--- config.mk ---
export PLATFORM = sky130hd
export DESIGN_NAME = mul_iter_ctrl
export DESIGN_NICKNAME = d
export VERILOG_FILES = /design/src/rtl/mul_iter_ctrl.sv
export SDC_FILE = /design/constraint.sdc
export NUM_CORES = 1
export LEC_CHECK = 0
export CAP_MARGIN = 10
export CORE_MARGIN = 2
export CORE_UTILIZATION = 40
export CTS_CLUSTER_DIAMETER = 40
export DETAILED_ROUTE_END_ITERATION = 16
export PLACE_DENSITY = 0.6
export SLEW_MARGIN = 20
export SYNTH_ARGS = -nofsm -noshare
export SYNTH_HDL_FRONTEND = slang
export SYNTH_SLANG_ARGS = --single-unit
--- constraint.sdc ---
create_clock -name clk -period 2.7 [get_ports clk]
set_input_delay 0.54 -clock clk [delete_from_list [all_inputs] [get_ports clk]]
set_output_delay 0.54 -clock clk [all_outputs]
set_load 0.02 [all_outputs]
--- src/rtl/mul_iter_ctrl.sv ---
// -----------------------------------------------------------------------------
// mul_iter_ctrl
//
// Iterative unsigned shift-and-add multiplier with valid/ready handshakes on
// both sides. It computes one partial-product row per clock, so a product
// takes N cycles after the operands are accepted.
//
// Optional feature (compile-time macro):
//   MUL_ITER_EARLY_EXIT_EN - finish as soon as no multiplier bits remain.
//   The accumulator is then right-aligned with a shifter. The latency becomes
//   max(1, msb_index(y)+1) cycles. The product value is the same as in the
//   default build.
//
// Ports:
//   clk        rising-edge clock
//   rst_n      asynchronous active-low reset
//   in_valid   operand pair x/y presented
//   in_ready   high only in IDLE; operands are accepted on in_valid & in_ready
//   x, y       N-bit unsigned multiplicand / multiplier
//   out_valid  high only in DONE; z holds a finished product
//   out_ready  consumer takes z; the handshake returns the block to IDLE
//   z          2N-bit registered product; it changes only on RUN -> DONE
//   busy       high only in RUN
// -----------------------------------------------------------------------------
module mul_iter_ctrl #(
    parameter int N = 10
) (
    input  logic           clk,
    input  logic           rst_n,
    input  logic           in_valid,
    output logic           in_ready,
    input  logic [N-1:0]   x,
    input  logic [N-1:0]   y,
    output logic           out_valid,
    input  logic           out_ready,
    output logic [2*N-1:0] z,
    output logic           busy
);

    localparam int CW = $clog2(N + 1);

    typedef enum logic [1:0] {
        S_IDLE = 2'd0,
        S_RUN  = 2'd1,
        S_DONE = 2'd2
    } state_t;

    state_t           state_q,  state_d;
    logic [N-1:0]     mcand_q,  mcand_d;
    logic [N-1:0]     mplier_q, mplier_d;
    logic [2*N-1:0]   acc_q,    acc_d;
    logic [CW-1:0]    cnt_q,    cnt_d;
    logic [2*N-1:0]   z_q,      z_d;

    // One row of the multiplication. The upper half of the accumulator gets
    // the multiplicand added as an (N+1)-bit sum, so the carry is kept. Then
    // {carry, accumulator} shifts right by one bit.
    logic [N:0]       row_sum;
    logic [2*N-1:0]   acc_step;
    logic [N-1:0]     mplier_step;
    logic [CW-1:0]    cnt_step;

    always_comb begin
        row_sum     = {1'b0, acc_q[2*N-1:N]} + {1'b0, (mplier_q[0] ? mcand_q : {N{1'b0}})};
        acc_step    = {row_sum, acc_q[N-1:1]};
        mplier_step = mplier_q >> 1;
        cnt_step    = cnt_q + 1'b1;
    end

    always_ff @(posedge clk or negedge rst_n) begin
        if (!rst_n) begin
            state_q  <= S_IDLE;
            mcand_q  <= '0;
            mplier_q <= '0;
            acc_q    <= '0;
            cnt_q    <= '0;
            z_q      <= '0;
        end else begin
            state_q  <= state_d;
            mcand_q  <= mcand_d;
            mplier_q <= mplier_d;
            acc_q    <= acc_d;
            cnt_q    <= cnt_d;
            z_q      <= z_d;
        end
    end

    always_comb begin
        state_d  = state_q;
        mcand_d  = mcand_q;
        mplier_d = mplier_q;
        acc_d    = acc_q;
        cnt_d    = cnt_q;
        z_d      = z_q;

        case (state_q)
            S_IDLE: begin
                if (in_valid) begin
                    mcand_d  = x;
                    mplier_d = y;
                    acc_d    = '0;
                    cnt_d    = '0;
                    state_d  = S_RUN;
                end
            end

            S_RUN: begin
                acc_d    = acc_step;
                mplier_d = mplier_step;
                cnt_d    = cnt_step;
`ifdef MUL_ITER_EARLY_EXIT_EN
                // Once no multiplier bits remain, the remaining rows would
                // only shift. Apply those shifts in one step here. On the
                // last row the shift amount is zero.
                if (mplier_step == '0) begin
                    state_d = S_DONE;
                    z_d     = acc_step >> (CW'(N) - cnt_step);
                end
`else
                if (cnt_q == CW'(N - 1)) begin
                    state_d = S_DONE;
                    z_d     = acc_step;
                end
`endif
            end

            S_DONE: begin
                if (out_ready) begin
                    state_d = S_IDLE;
                end
            end

            default: begin
                state_d = S_IDLE;
            end
        endcase
    end

    assign in_ready  = (state_q == S_IDLE);
    assign busy      = (state_q == S_RUN);
    assign out_valid = (state_q == S_DONE);
    assign z         = z_q;

endmodule

==> results of run 1 <==
-- logic make-up (layout without fill, tap and decap cells) --
group	count (synthesis)	count (layout)	share of synthesized area
buf+inv	26	74	0.0365
simple gates	173	173	0.243
flops	65	65	0.528
xor+xnor	6	6	0.0171
fa+ha+maj	13	13	0.0552
compound gates	57	57	0.121
-- critical path: stages, from the launching register on --
cell and delay, ns:
sky130_fd_sc_hd__dfrtp_1 0.54, sky130_fd_sc_hd__and2_1 0.19, sky130_fd_sc_hd__ha_1 0.19, sky130_fd_sc_hd__inv_1 0.06
sky130_fd_sc_hd__fa_1 0.39, sky130_fd_sc_hd__nand2b_1 0.20, sky130_fd_sc_hd__a211oi_1 0.41, sky130_fd_sc_hd__o211ai_1 0.20
sky130_fd_sc_hd__a31oi_1 0.20
-- Yosys cell counts, types with 3 or more instances --
cell,count
sky130_fd_sc_hd__a211oi_1,3
sky130_fd_sc_hd__a21o_1,3
sky130_fd_sc_hd__a21oi_1,7
sky130_fd_sc_hd__and2_1,10
sky130_fd_sc_hd__clkbuf_1,16
sky130_fd_sc_hd__dfrtp_1,65
sky130_fd_sc_hd__ha_1,12
sky130_fd_sc_hd__inv_1,5
sky130_fd_sc_hd__nand2_1,96
sky130_fd_sc_hd__nand2b_1,3
sky130_fd_sc_hd__nand3_1,25
sky130_fd_sc_hd__nand4_1,3
sky130_fd_sc_hd__nor2_1,27
sky130_fd_sc_hd__nor3_1,3
sky130_fd_sc_hd__o2111ai_1,4
sky130_fd_sc_hd__o211ai_1,3
sky130_fd_sc_hd__o21a_1,4
sky130_fd_sc_hd__o21ai_0,14
sky130_fd_sc_hd__o22ai_1,9
sky130_fd_sc_hd__o31ai_1,4
sky130_fd_sc_hd__xor2_1,4
-- layer usage --
metal / part of all wire / GRT usage / vias up
li1: - / - / 1243
met1: 0.52 / 0.256 / 1136
met2: 0.43 / 0.261 / 40
met3: 0.026 / 0.0320 / 12
met4: 0.024 / 0.0858 / 0
met5: 0 / 0 / -
-- flip-flops by register name, summed over array words and instances, names as in the netlist --
name	cells
mplier_q	10
state_q	2
acc_q	19
mcand_q	10
cnt_q	4
z	20
-- layout make-up --
class / instances / area, um^2 / area share
Tap cell: 102 / 128 / 0.0333
Inverter: 6 / 22.5 / 0.00587
Sequential cell: 65 / 1630 / 0.424
Clock buffer: 12 / 155 / 0.0405
Clock inverter: 3 / 40.0 / 0.0104
Timing Repair Buffer: 53 / 520 / 0.136
Multi-Input combinational cell: 249 / 1340 / 0.350
-- metrics by stage --
stage	total power, W	hold slack, ns	utilization	instances	area [um^2]
2_1_floorplan	0.00321	0.244	-	340	3080
3_3_place_gp	0.00390	0.460	0.478	475	3640
3_5_place_dp	0.00395	0.459	0.478	475	3640
4_1_cts	0.00480	0.207	0.504	490	3830
5_1_grt	0.00519	0.226	0.504	490	3830
6_report	0.00476	0.187	0.504	490	3830
-- placed cells by master, fill, tap and decap left out, types with 5 or more instances in the layout --
| master | n |
|---|---|
| sky130_fd_sc_hd__nand2_1 | 96 |
| sky130_fd_sc_hd__dfrtp_1 | 65 |
| sky130_fd_sc_hd__clkdlybuf4s50_1 | 45 |
| sky130_fd_sc_hd__nor2_1 | 27 |
| sky130_fd_sc_hd__nand3_1 | 25 |
| sky130_fd_sc_hd__o21ai_0 | 14 |
| sky130_fd_sc_hd__ha_1 | 12 |
| sky130_fd_sc_hd__clkbuf_8 | 11 |
| sky130_fd_sc_hd__and2_1 | 10 |
| sky130_fd_sc_hd__o22ai_1 | 9 |
| sky130_fd_sc_hd__a21oi_1 | 7 |
| sky130_fd_sc_hd__buf_4 | 6 |
| sky130_fd_sc_hd__inv_1 | 5 |
-- power breakdown --
group	switching, W	leakage (nW)	internal, W	total (W)
registers	0.000274	0.820	0.00142	0.00170
logic	0.00129	0.893	0.000934	0.00222
clock network	0.000367	0.102	0.000469	0.000836
total	0.00193	1.82	0.00282	0.00476
-- path summary, 6_finish.rpt --
path	cells past startpoint	to	slack, ns	from
setup / recovery	8	z[19]	0.22	mplier_q[0]
hold / removal	2	z[0]	0.19	rst_n
setup reg to reg	8	z[19]	0.22	mplier_q[0]
hold reg to reg	2	mcand_q[6]	0.47	mcand_q[6]
max in group asynchronous	2	acc_q[15]	2.20	rst_n
min in group clk	2	mcand_q[6]	0.47	mcand_q[6]
==> results.md, run 1 <==
Min path:
- The class of the worst hold path is input port to async pin.

CTS:
- Post-CTS timing repair inserted 0 buffers for setup.
- The longest clock path from root to sink contains 2 buffers.
- After clock tree synthesis, the clock-pin slew on the worst setup and hold paths is 0.07 ns.
- Buffers inserted during clock tree synthesis total 9.
- The H-tree depth is 3.
- The TritonCTS clock tree is yes.
- Once the clock tree was built, the resizer swapped 0 gates to a different size.
- The clock latency reported for the late side of the worst-skew pair is 0.35 ns.
- Hold repair after CTS inserted 0 buffers.
- The clock net in this run drives a total of 65 sinks.
- The tree is rooted in a sky130_fd_sc_hd__clkbuf_8.

GRT:
- The overall fraction of global-route tracks in use is 0.178.
- The via count of the first global-routing pass is 2,406.
- The maximum number of pins on one net before global-route repair is 66.
- The initial antenna violation count is 0.
- The first global-routing pass estimated 11,800 um of wire.
- The leftover overflow at the end of global routing is 0.

Setup path:
- At the worst endpoint, the required time is 2.97 ns.
- The data arrival time of the critical path is 2.75 ns.
- The kind of start point of the critical path is a flip-flop.
- The biggest fanout along the worst timing path is 11.
- The sort of element at the end of the critical path is a flip-flop.
- The type of the setup path with the least slack is flip-flop to flip-flop.

Route:
- After detailed routing, the total wire length is 6750 um.
- The first TritonRoute pass finished after 4 iterations.
- The average vias per placed instance is 4.96.
- The via count of the routed design is 2,431.
- The mean routed wirelength per cell is 13.8 um.
- The post-route antenna net violation count is 0.
- The violation count after the first detailed-routing iteration is 89.
- After detailed routing, the number of remaining DRC violations is 0.

Logic synthesis:
- In the post-synthesis netlist, the biggest area contributors are sky130_fd_sc_hd__dfrtp_1, sky130_fd_sc_hd__nand2_1, sky130_fd_sc_hd__ha_1, sky130_fd_sc_hd__nand3_1, sky130_fd_sc_hd__nor2_1.
- After synthesis, the netlist uses 36 different library cells.
- The mean cell area of the mapped netlist is 9.06 um^2.
- Of the synthesized area, sequential elements account for 0.528.
- The portion of synthesized cell area occupied by the leading cell type is 0.528.
- The largest area contributor in the netlist is sky130_fd_sc_hd__dfrtp_1.
- The number of enable flip-flop cells after synthesis is 0.
- The number of nets handed over by synthesis was 377.
- The number of synthesis warnings is 0.
- The async set or reset register ratio after synthesis is 1.00.
- In the synthesized netlist, the number of instances is 340.
- The total of flip-flops plus latches after synthesis is 65.
- The main flop type after synthesis is sky130_fd_sc_hd__dfrtp_1.
- The cell area that synthesis handed to floorplanning was 3080 um^2.

Floorplanning:
- The core footprint is 7610 um^2.
- The die outline height is 91.8 um.
- The total number of placement rows is 32.
- 47 I/O pins were placed.
- For this configuration, the core starts out at a cell density of 0.405.
- The die area is 8420 um^2.
- The die boundary width is 91.8 um.

Pwr:
- The ratio of total power to cell area is 1240 nW/um^2.
- Summed over all cells, the static leakage comes to 1.82 nW.
- VDD sags by at most 0.462 mV.

Timing:
- Timing would allow up to 404 MHz.
- The measured slew at the worst slew-check pin is 0.594 ns.
- The worst clock skew is 0.00612 ns.
- The final hold violation count came to 0.
- Setup total negative slack on the finished layout was measured at 0 ns.
- The relative max-transition margin is 0.604.
- Setup slack closes at 0.224 ns.
- Setup repair after global routing left no endpoint under its margin.
- The final critical delay including setup and external delays is 2.48 ns.
- The max-slew violation count is 0.
- The final worst-path cycle share is 0.917.
- Setup violations remaining at the end of the flow were counted as 0.

Final layout:
- The fraction of layout instances using a drive strength above 1 is 0.0644.
- The net count of the finished layout is 421.
- The fill cell total of the finished layout is 731.
- From synthesis to final layout, the design area changed by 24.4%.
- The count of inserted antenna diode cells is 0.

Placed design:
- Buffers placed on the I/O ports in this run total 46.
- Detailed placement ended at an HPWL of 4420 um.
- The pre-CTS setup slack is 0.282 ns.
- The congestion estimate from routability-driven global placement came to 0.819.

Run:
- The tool flagged a number of max-cap violations equal to 0.

Run status:
- The flow ran to the end, and the final reports show no timing, DRC or antenna violations.
Note: power is estimated with default switching activity, not from simulation.
==> run 2: changes to the inputs <==
--- a/config.mk
+++ b/config.mk
@@ -6,12 +6,14 @@
 export NUM_CORES = 1
 export LEC_CHECK = 0
 export CAP_MARGIN = 10
+export CORE_ASPECT_RATIO = 0.9
 export CORE_MARGIN = 2
-export CORE_UTILIZATION = 40
+export CORE_UTILIZATION = 29
 export CTS_CLUSTER_DIAMETER = 40
 export DETAILED_ROUTE_END_ITERATION = 16
-export PLACE_DENSITY = 0.6
+export PLACE_DENSITY = 0.46
 export SLEW_MARGIN = 20
 export SYNTH_ARGS = -nofsm -noshare
 export SYNTH_HDL_FRONTEND = slang
 export SYNTH_SLANG_ARGS = --single-unit
+export TNS_END_PERCENT = 5
==> run 2 against run 1 <==
- clock power grew 46%
- power up 9.2%
- via count hardly changed
- combinational power is 3% higher
- non-clock buffer count rose by 4
- clock-buffer cell count down 1
- critical path depth decreased by 4
- clock skew fell by 0.00057 ns
- core utilization fell by 11 points
- wire length grew 7.6%
- largest power group unchanged
==> results.md, run 2 (synthesized netlist as in run 1, its figures left out) <==
Timing:
- The final critical delay including setup and external delays is 2.30 ns.
- The setup TNS after final layout is 0 ns.
- The total of endpoints with negative setup slack in the final report is 0.
- In the finished design, the share of the clock period the worst path needs comes to 0.852.
- The worst-case hold slack is 0.214 ns.
- Setup repair after global routing left no endpoint under its margin.
- The final hold violation count is 0.
- Timing would allow up to 435 MHz.
- On the final layout, the worst clock skew is 0.00555 ns.
- The max-slew violation count came to 0.
- At the pin with the least slew margin, the transition time is 1.05 ns.
- The worst pin sits at a relative slew slack of 0.297.

Pwr:
- For this design the static power due to leakage is 1.89 nW.
- In this run the power spent charging and discharging nets is 0.00203 W.
- The internal portion of total power is 0.00316 W.
- Of the total power, registers draw 0.326.
- For this design the ratio of total power to cell area is 1290 nW/um^2.
- Of the total power, the share spent switching nets is 0.391.
- The largest voltage drop on the vdd net is 0.372 mV.
- The combinational power share is 0.440.
- The share of power burned in the clock network is 0.234.

Final layout:
- The most common library cell in the layout ignoring fill and taps is sky130_fd_sc_hd__nand2_1.
- Once layout is complete, the cells apart from fillers number 522.
- The area added between synthesis and finish is 30.4%.
- The net count of the finished layout is 425.
- Counting the fill cells in the layout gives 1,045.
- The fraction of layout instances using a drive strength above 1 is 0.0789.
- After routing the design area is 4020 um^2.
- The register with the most flip-flops in the layout has 20 of them.
- In the layout the commonest cells are sky130_fd_sc_hd__nand2_1, sky130_fd_sc_hd__dfrtp_1, sky130_fd_sc_hd__clkdlybuf4s50_1.
- The number of antenna diodes in the final layout is 0.

CTS:
- Once the clock tree was built, the resizer swapped 0 gates to a different size.
- The clock net in this run drives a total of 65 sinks.
- The TritonCTS clock tree is yes.
- After clock tree synthesis, the clock-pin slew on the worst setup and hold paths is 0.06 ns.
- The H-tree depth is 3.
- The clock root buffer master is sky130_fd_sc_hd__clkbuf_16.
- The clock latency reported for the late side of the worst-skew pair is 0.33 ns.
- Buffers inserted to repair hold after CTS numbered 0.
- The clock passes through at most 2 buffers.
- Post-CTS timing repair inserted 0 buffers for setup.
- Buffers inserted during clock tree synthesis total 9.

Floorplanning:
- The die boundary width is 113 um.
- The die outline height is 102 um.
- The core footprint is 10,300 um^2.
- In this run the count of I/O pins placed on the die edge is 47.
- The die area is 11,500 um^2.
- The initial cell density of the core is 0.299.
- The initialized floorplan defines 35 standard-cell rows.

Placed design:
- The count of buffers inserted at the top-level ports is 46.
- After legalization and detailed placement, the total HPWL measured 5170 um.
- The total instance count after detailed placement is 506.
- The placed standard-cell area is 3700 um^2.
- The final weighted congestion of routability-driven global placement is 0.824.

Run status:
- The flow ran to the end, and the final reports show no timing, DRC or antenna violations.

Setup path:
- Traced cell by cell, the critical path runs through nand2b_1 > buf_4 > clkinv_1 > clkdlybuf4s50_1.
- The startpoint identified for the worst register-to-register timing path is mplier_q[0].
- The critical path starts at state_q[1].
- At the worst endpoint, the arrival time is 1.76 ns.
- STA classifies the critical path startpoint as a flip-flop.
- The largest individual stage delay along the critical path comes from the cell sky130_fd_sc_hd__clkdlybuf4s50_1.
- The kind of cell adding the most delay to the critical path is buffers and inverters.
- The biggest fanout along the worst timing path is 12.
- The type of the setup path with the least slack is flip-flop to primary output.
- The sort of element at the end of the critical path is a primary output.
- The largest incremental delay on the critical path is 0.60 ns.
- For the worst setup path, the data required time is 2.16 ns.
- The worst path buffer plus inverter count is 3.

Run:
- Across the run, the number of max-cap violations was 0.

Min path:
- In this run the worst hold path is classified as input port to async pin.

GRT:
- The maximum number of pins on one net before global-route repair is 43.
- For this run the aggregate overflow at the end of global routing stands at 0.
- The first global-routing pass estimated 12,200 um of wire.
- The via count of the first global-routing pass was 2,333.
- The initial antenna violation count is 0.
- For this run, the total global-route usage over all layers was measured as 0.139.

Route:
- The mean routed wirelength per cell is 13.9 um.
- The average vias per placed instance is 4.66.
- The first detailed-routing pass ran for 4 iterations.
- For this run, design rule violations remaining after detail routing come to 0.
- The via count of the routed design is 2,432.
- The final layout contains routed wiring with a total length of 7270 um.
- In this run, the number of DRC markers left after iteration 0 of detailed routing was 104.
- Once detail routing completed, the nets flagged for antenna violations numbered 0.
-- run 2: cell types whose count changed in the layout (fill, tap and decap cells not counted) --
cell and change:
sky130_fd_sc_hd__clkbuf_1 -1, sky130_fd_sc_hd__inv_6 +2, sky130_fd_sc_hd__clkbuf_16 +9, sky130_fd_sc_hd__clkbuf_8 -9, sky130_fd_sc_hd__buf_4 +4, sky130_fd_sc_hd__clkinv_2 -1
sky130_fd_sc_hd__clkinv_4 +1
-- run 2: routing by layer --
layer	up-vias	part of all wire	track usage
li1	1253	-	-
met1	1123	0.52	0.201
met2	50	0.43	0.203
met3	6	0.036	0.0329
met4	0	0.010	0.0478
met5	-	0	0
-- run 2: layout make-up --
| cell class | count | area (um^2) | area share |
|---|---|---|---|
| inverters | 6 | 22.5 | 0.00561 |
| clock inverters | 5 | 61.3 | 0.0153 |
| flip-flops and latches | 65 | 1630 | 0.405 |
| repair buffers | 57 | 551 | 0.137 |
| clock buffers | 11 | 253 | 0.0629 |
| multi-input cells | 249 | 1340 | 0.334 |
| well taps | 129 | 161 | 0.0402 |
-- run 2: through the flow --
stage          setup WS [ns]  power, W  utilization
2_1_floorplan          0.565   0.00321            -
3_3_place_gp           0.361   0.00400        0.360
3_5_place_dp           0.368   0.00403        0.360
4_1_cts                0.373   0.00527        0.390
5_1_grt                0.269   0.00567        0.390
6_report               0.399   0.00519        0.390
-- run 2: power by group through the flow --
stage	combinational (W)	sequential, W	clock [W]
3_5_place_dp	0.00231	0.00172	0
6_report	0.00229	0.00169	0.00122
3_3_place_gp	0.00229	0.00171	0
2_1_floorplan	0.00142	0.00180	0
4_1_cts	0.00232	0.00171	0.00125
5_1_grt	0.00262	0.00176	0.00130
-- run 2: worst register-to-register path: cells and delay by family, from the launching register on --
family	cells	cell delay (ns)
buffers and inverters	1	0.16
AO/OA/AOI/OAI	3	0.88
adder cells (fa/ha/maj)	1	0.39
AND/OR/NAND/NOR	2	0.24
flip-flops	1	0.40
-- run 2: final timing paths --
path                                     to  slack [ns]  cells past startpoint
max in group asynchronous              z[6]        1.85                      2
worst max register to register    acc_q[18]        0.51                      7
worst max-delay path                   busy        0.40                      4
worst min register to register   mcand_q[0]        0.46                      2
worst min-delay path            mplier_q[2]        0.21                      1
min in group clk                 mcand_q[0]        0.46                      2
==> run 3: changes to the inputs <==
--- a/config.mk
+++ b/config.mk
@@ -6,12 +6,14 @@
 export NUM_CORES = 1
 export LEC_CHECK = 0
 export CAP_MARGIN = 10
+export CELL_PAD_IN_SITES_DETAIL_PLACEMENT = 1
+export CELL_PAD_IN_SITES_GLOBAL_PLACEMENT = 1
 export CORE_ASPECT_RATIO = 0.9
 export CORE_MARGIN = 2
 export CORE_UTILIZATION = 29
 export CTS_CLUSTER_DIAMETER = 40
 export DETAILED_ROUTE_END_ITERATION = 16
-export PLACE_DENSITY = 0.46
+export PLACE_DENSITY = 0.58
 export SLEW_MARGIN = 20
 export SYNTH_ARGS = -nofsm -noshare
 export SYNTH_HDL_FRONTEND = slang
==> run 3 against run 2 <==
- core utilization decreased by 0.16 points
- worst setup slack got worse by 0.021 ns
- sequential share of layout area increased by 0.16 points
==> results.md, run 3 (synthesized netlist as in run 1, its figures left out) <==
Run status:
- The run finished with clean final reports.

Placed design:
- The half-perimeter wire length after detailed placement is 5660 um.
- The pre-CTS setup slack is 0.360 ns.
- In this run the tool buffered the top-level ports with 46 buffer cells.
- The congestion estimate from routability-driven global placement came to 0.793.

Timing:
- The final critical delay including setup and external delays is 2.32 ns.
- Setup repair after global routing left no endpoint under its margin.
- The max-slew violation count was 0.
- The relative max-transition margin is 0.567.
- The worst clock skew is 0.00574 ns.
- In the final timing run, aggregate negative setup slack is 0 ns.
- The final hold violation count is 0.
- For this run, the top clock speed supported by timing is 431 MHz.
- The measured slew at the worst slew-check pin is 0.649 ns.
- The final worst-path cycle share is 0.860.
- Setup violations remaining at the end of the flow were counted as 0.
- Setup slack on the critical path of the routed design comes to 0.378 ns.

Floorplanning:
- The initial cell density of the core is 0.299.
- The die area is 11,500 um^2.
- The floorplan step set the die width to 113 um.
- Row generation in the floorplan step produced 35 rows.
- The die is 102 um tall.
- The number of top-level design ports is 47.
- In this run the standard cell core region covers 10,300 um^2.

Route:
- The via count of the routed design is 2,521.
- For this run, design rule violations remaining after detail routing come to 0.
- In the final routed layout, each cell accounts on average for 15.2 um.
- The post-route antenna net violation count is 0.
- After detailed routing, the total wire length is 7900 um.
- In the routed layout, each cell is associated on average with a via count of 4.85.
- The violation count after the first detailed-routing iteration is 109.
- The number of search-and-repair iterations in the first detailed-routing pass is 4.

Final layout:
- The number of flip-flops under the largest register name is 20.
- The area added between synthesis and finish is 29.8%.
- The fraction of layout instances using a drive strength above 1 is 0.0742.
- The count of inserted antenna diode cells is 0.
- The fill cell total of the finished layout is 1,165.
- The library cell used most frequently in the layout, excluding fill and tap cells, is sky130_fd_sc_hd__nand2_1.
- The library cells used most frequently in the layout, excluding fill and tap cells, are sky130_fd_sc_hd__nand2_1, sky130_fd_sc_hd__dfrtp_1, sky130_fd_sc_hd__clkdlybuf4s50_1.
- The total number of nets in the final design is 423.

Setup path:
- The start point of the critical path is state_q[1].
- The critical path ends at busy.
- The worst register-to-register path begins at mplier_q[0].
- Across all register-to-register paths, the minimum setup slack is 0.52 ns.
- At the worst endpoint, the required time is 2.16 ns.
- The capturing point of the worst reg2reg path is acc_q[14].
- The worst setup path is launched from a flip-flop.
- Measured in cells, the most critical reg-to-reg path has a length of 8.
- The sort of element at the end of the critical path is a primary output.
- For the worst setup path, the data arrival time is 1.78 ns.
- The type of the setup path with the least slack is flip-flop to primary output.
- The biggest fanout along the worst timing path is 16.

Pwr:
- VDD sags by at most 0.391 mV.
- In this run the power density over the cells is 1300 nW/um^2.
- For this design the static power due to leakage is 1.87 nW.

GRT:
- Global routing finished with a remaining overflow of 0.
- The wire length of the first global-routing pass is 13,300 um.
- The maximum number of pins on one net before global-route repair is 42.
- The initial antenna violation count came to 0.
- For this run, the total global-route usage over all layers was measured as 0.148.
- The via count of the first global-routing pass is 2,603.

CTS:
- No sink is reached through more buffers than the 2 on the longest clock path.
- The cell sitting at the root of the clock tree is a sky130_fd_sc_hd__clkbuf_16.
- The TritonCTS clock tree is yes.
- At the later pin of the worst-skew pair, clock insertion delay measures 0.32 ns.
- The H-tree depth is 3.
- The clock-pin slew reported for the worst setup and hold paths after clock tree synthesis is 0.06 ns.
- The number of buffers added to fix hold violations after cts is 0.
- In this run, post-CTS repair resized a total of 0 instances.
- The post-CTS setup repair buffer count is 0.
- The clock sink total is 65.
- The number of CTS-inserted buffers is 9.

Min path:
- The tightest min-delay check is of the input port to async pin type.

Run:
- The count of maximum capacitance violations is 0.
[run 3: area by class of cell]
type                            instances  area (um^2)  share of cell area
Clock buffer                           11          243              0.0607
Sequential cell                        65         1630               0.407
Clock inverter                          5         55.1              0.0138
Tap cell                              129          161              0.0403
Multi-Input combinational cell        249         1350               0.336
Inverter                                6         22.5             0.00563
Timing Repair Buffer                   55          548               0.137
[run 3: per-layer routing]
metal | part of all wire | GRT usage | vias up
li1 | - | - | 1246
met3 | 0.034 | 0.0383 | 5
met1 | 0.52 | 0.206 | 1229
met4 | 0.010 | 0.0460 | 0
met5 | 0 | 0 | -
met2 | 0.44 | 0.228 | 41
[run 3: how the worst min path moves through the flow]
stage | slack, ns | end | cells past startpoint | startpoint
after floorplan | 0.24 | acc_q[10] | 0 | rst_n
after global placement | 0.45 | mcand_q[7] | 2 | mcand_q[7]
after detailed placement | 0.45 | mcand_q[7] | 2 | mcand_q[7]
after CTS | 0.24 | mplier_q[3] | 1 | rst_n
after global routing | 0.26 | mplier_q[3] | 1 | rst_n
final | 0.22 | mplier_q[3] | 1 | rst_n
[run 3: metrics by stage]
step	utilization	instance area, um^2	std cells	total power [W]	hold slack [ns]
floorplan	-	3080	340	0.00321	0.244
global placement	0.360	3700	504	0.00402	0.452
detailed placement	0.360	3700	504	0.00409	0.455
CTS	0.389	4000	520	0.00528	0.243
global route	0.389	4000	520	0.00567	0.263
finish	0.389	4000	520	0.00520	0.224
[run 3: where the power goes]
group / total [W] / switching [W] / internal, W / leakage, nW
logic: 0.00235 / 0.00137 / 0.000976 / 0.908
clock network: 0.00116 / 0.000427 / 0.000736 / 0.142
registers: 0.00169 / 0.000269 / 0.00142 / 0.820
[run 3: critical path: stages, from the launching register on]
cell and delay [ns]:
sky130_fd_sc_hd__dfrtp_1 0.40, sky130_fd_sc_hd__nand2b_1 0.17, sky130_fd_sc_hd__buf_4 0.20, sky130_fd_sc_hd__clkinv_1 0.08, sky130_fd_sc_hd__clkdlybuf4s50_1 0.61
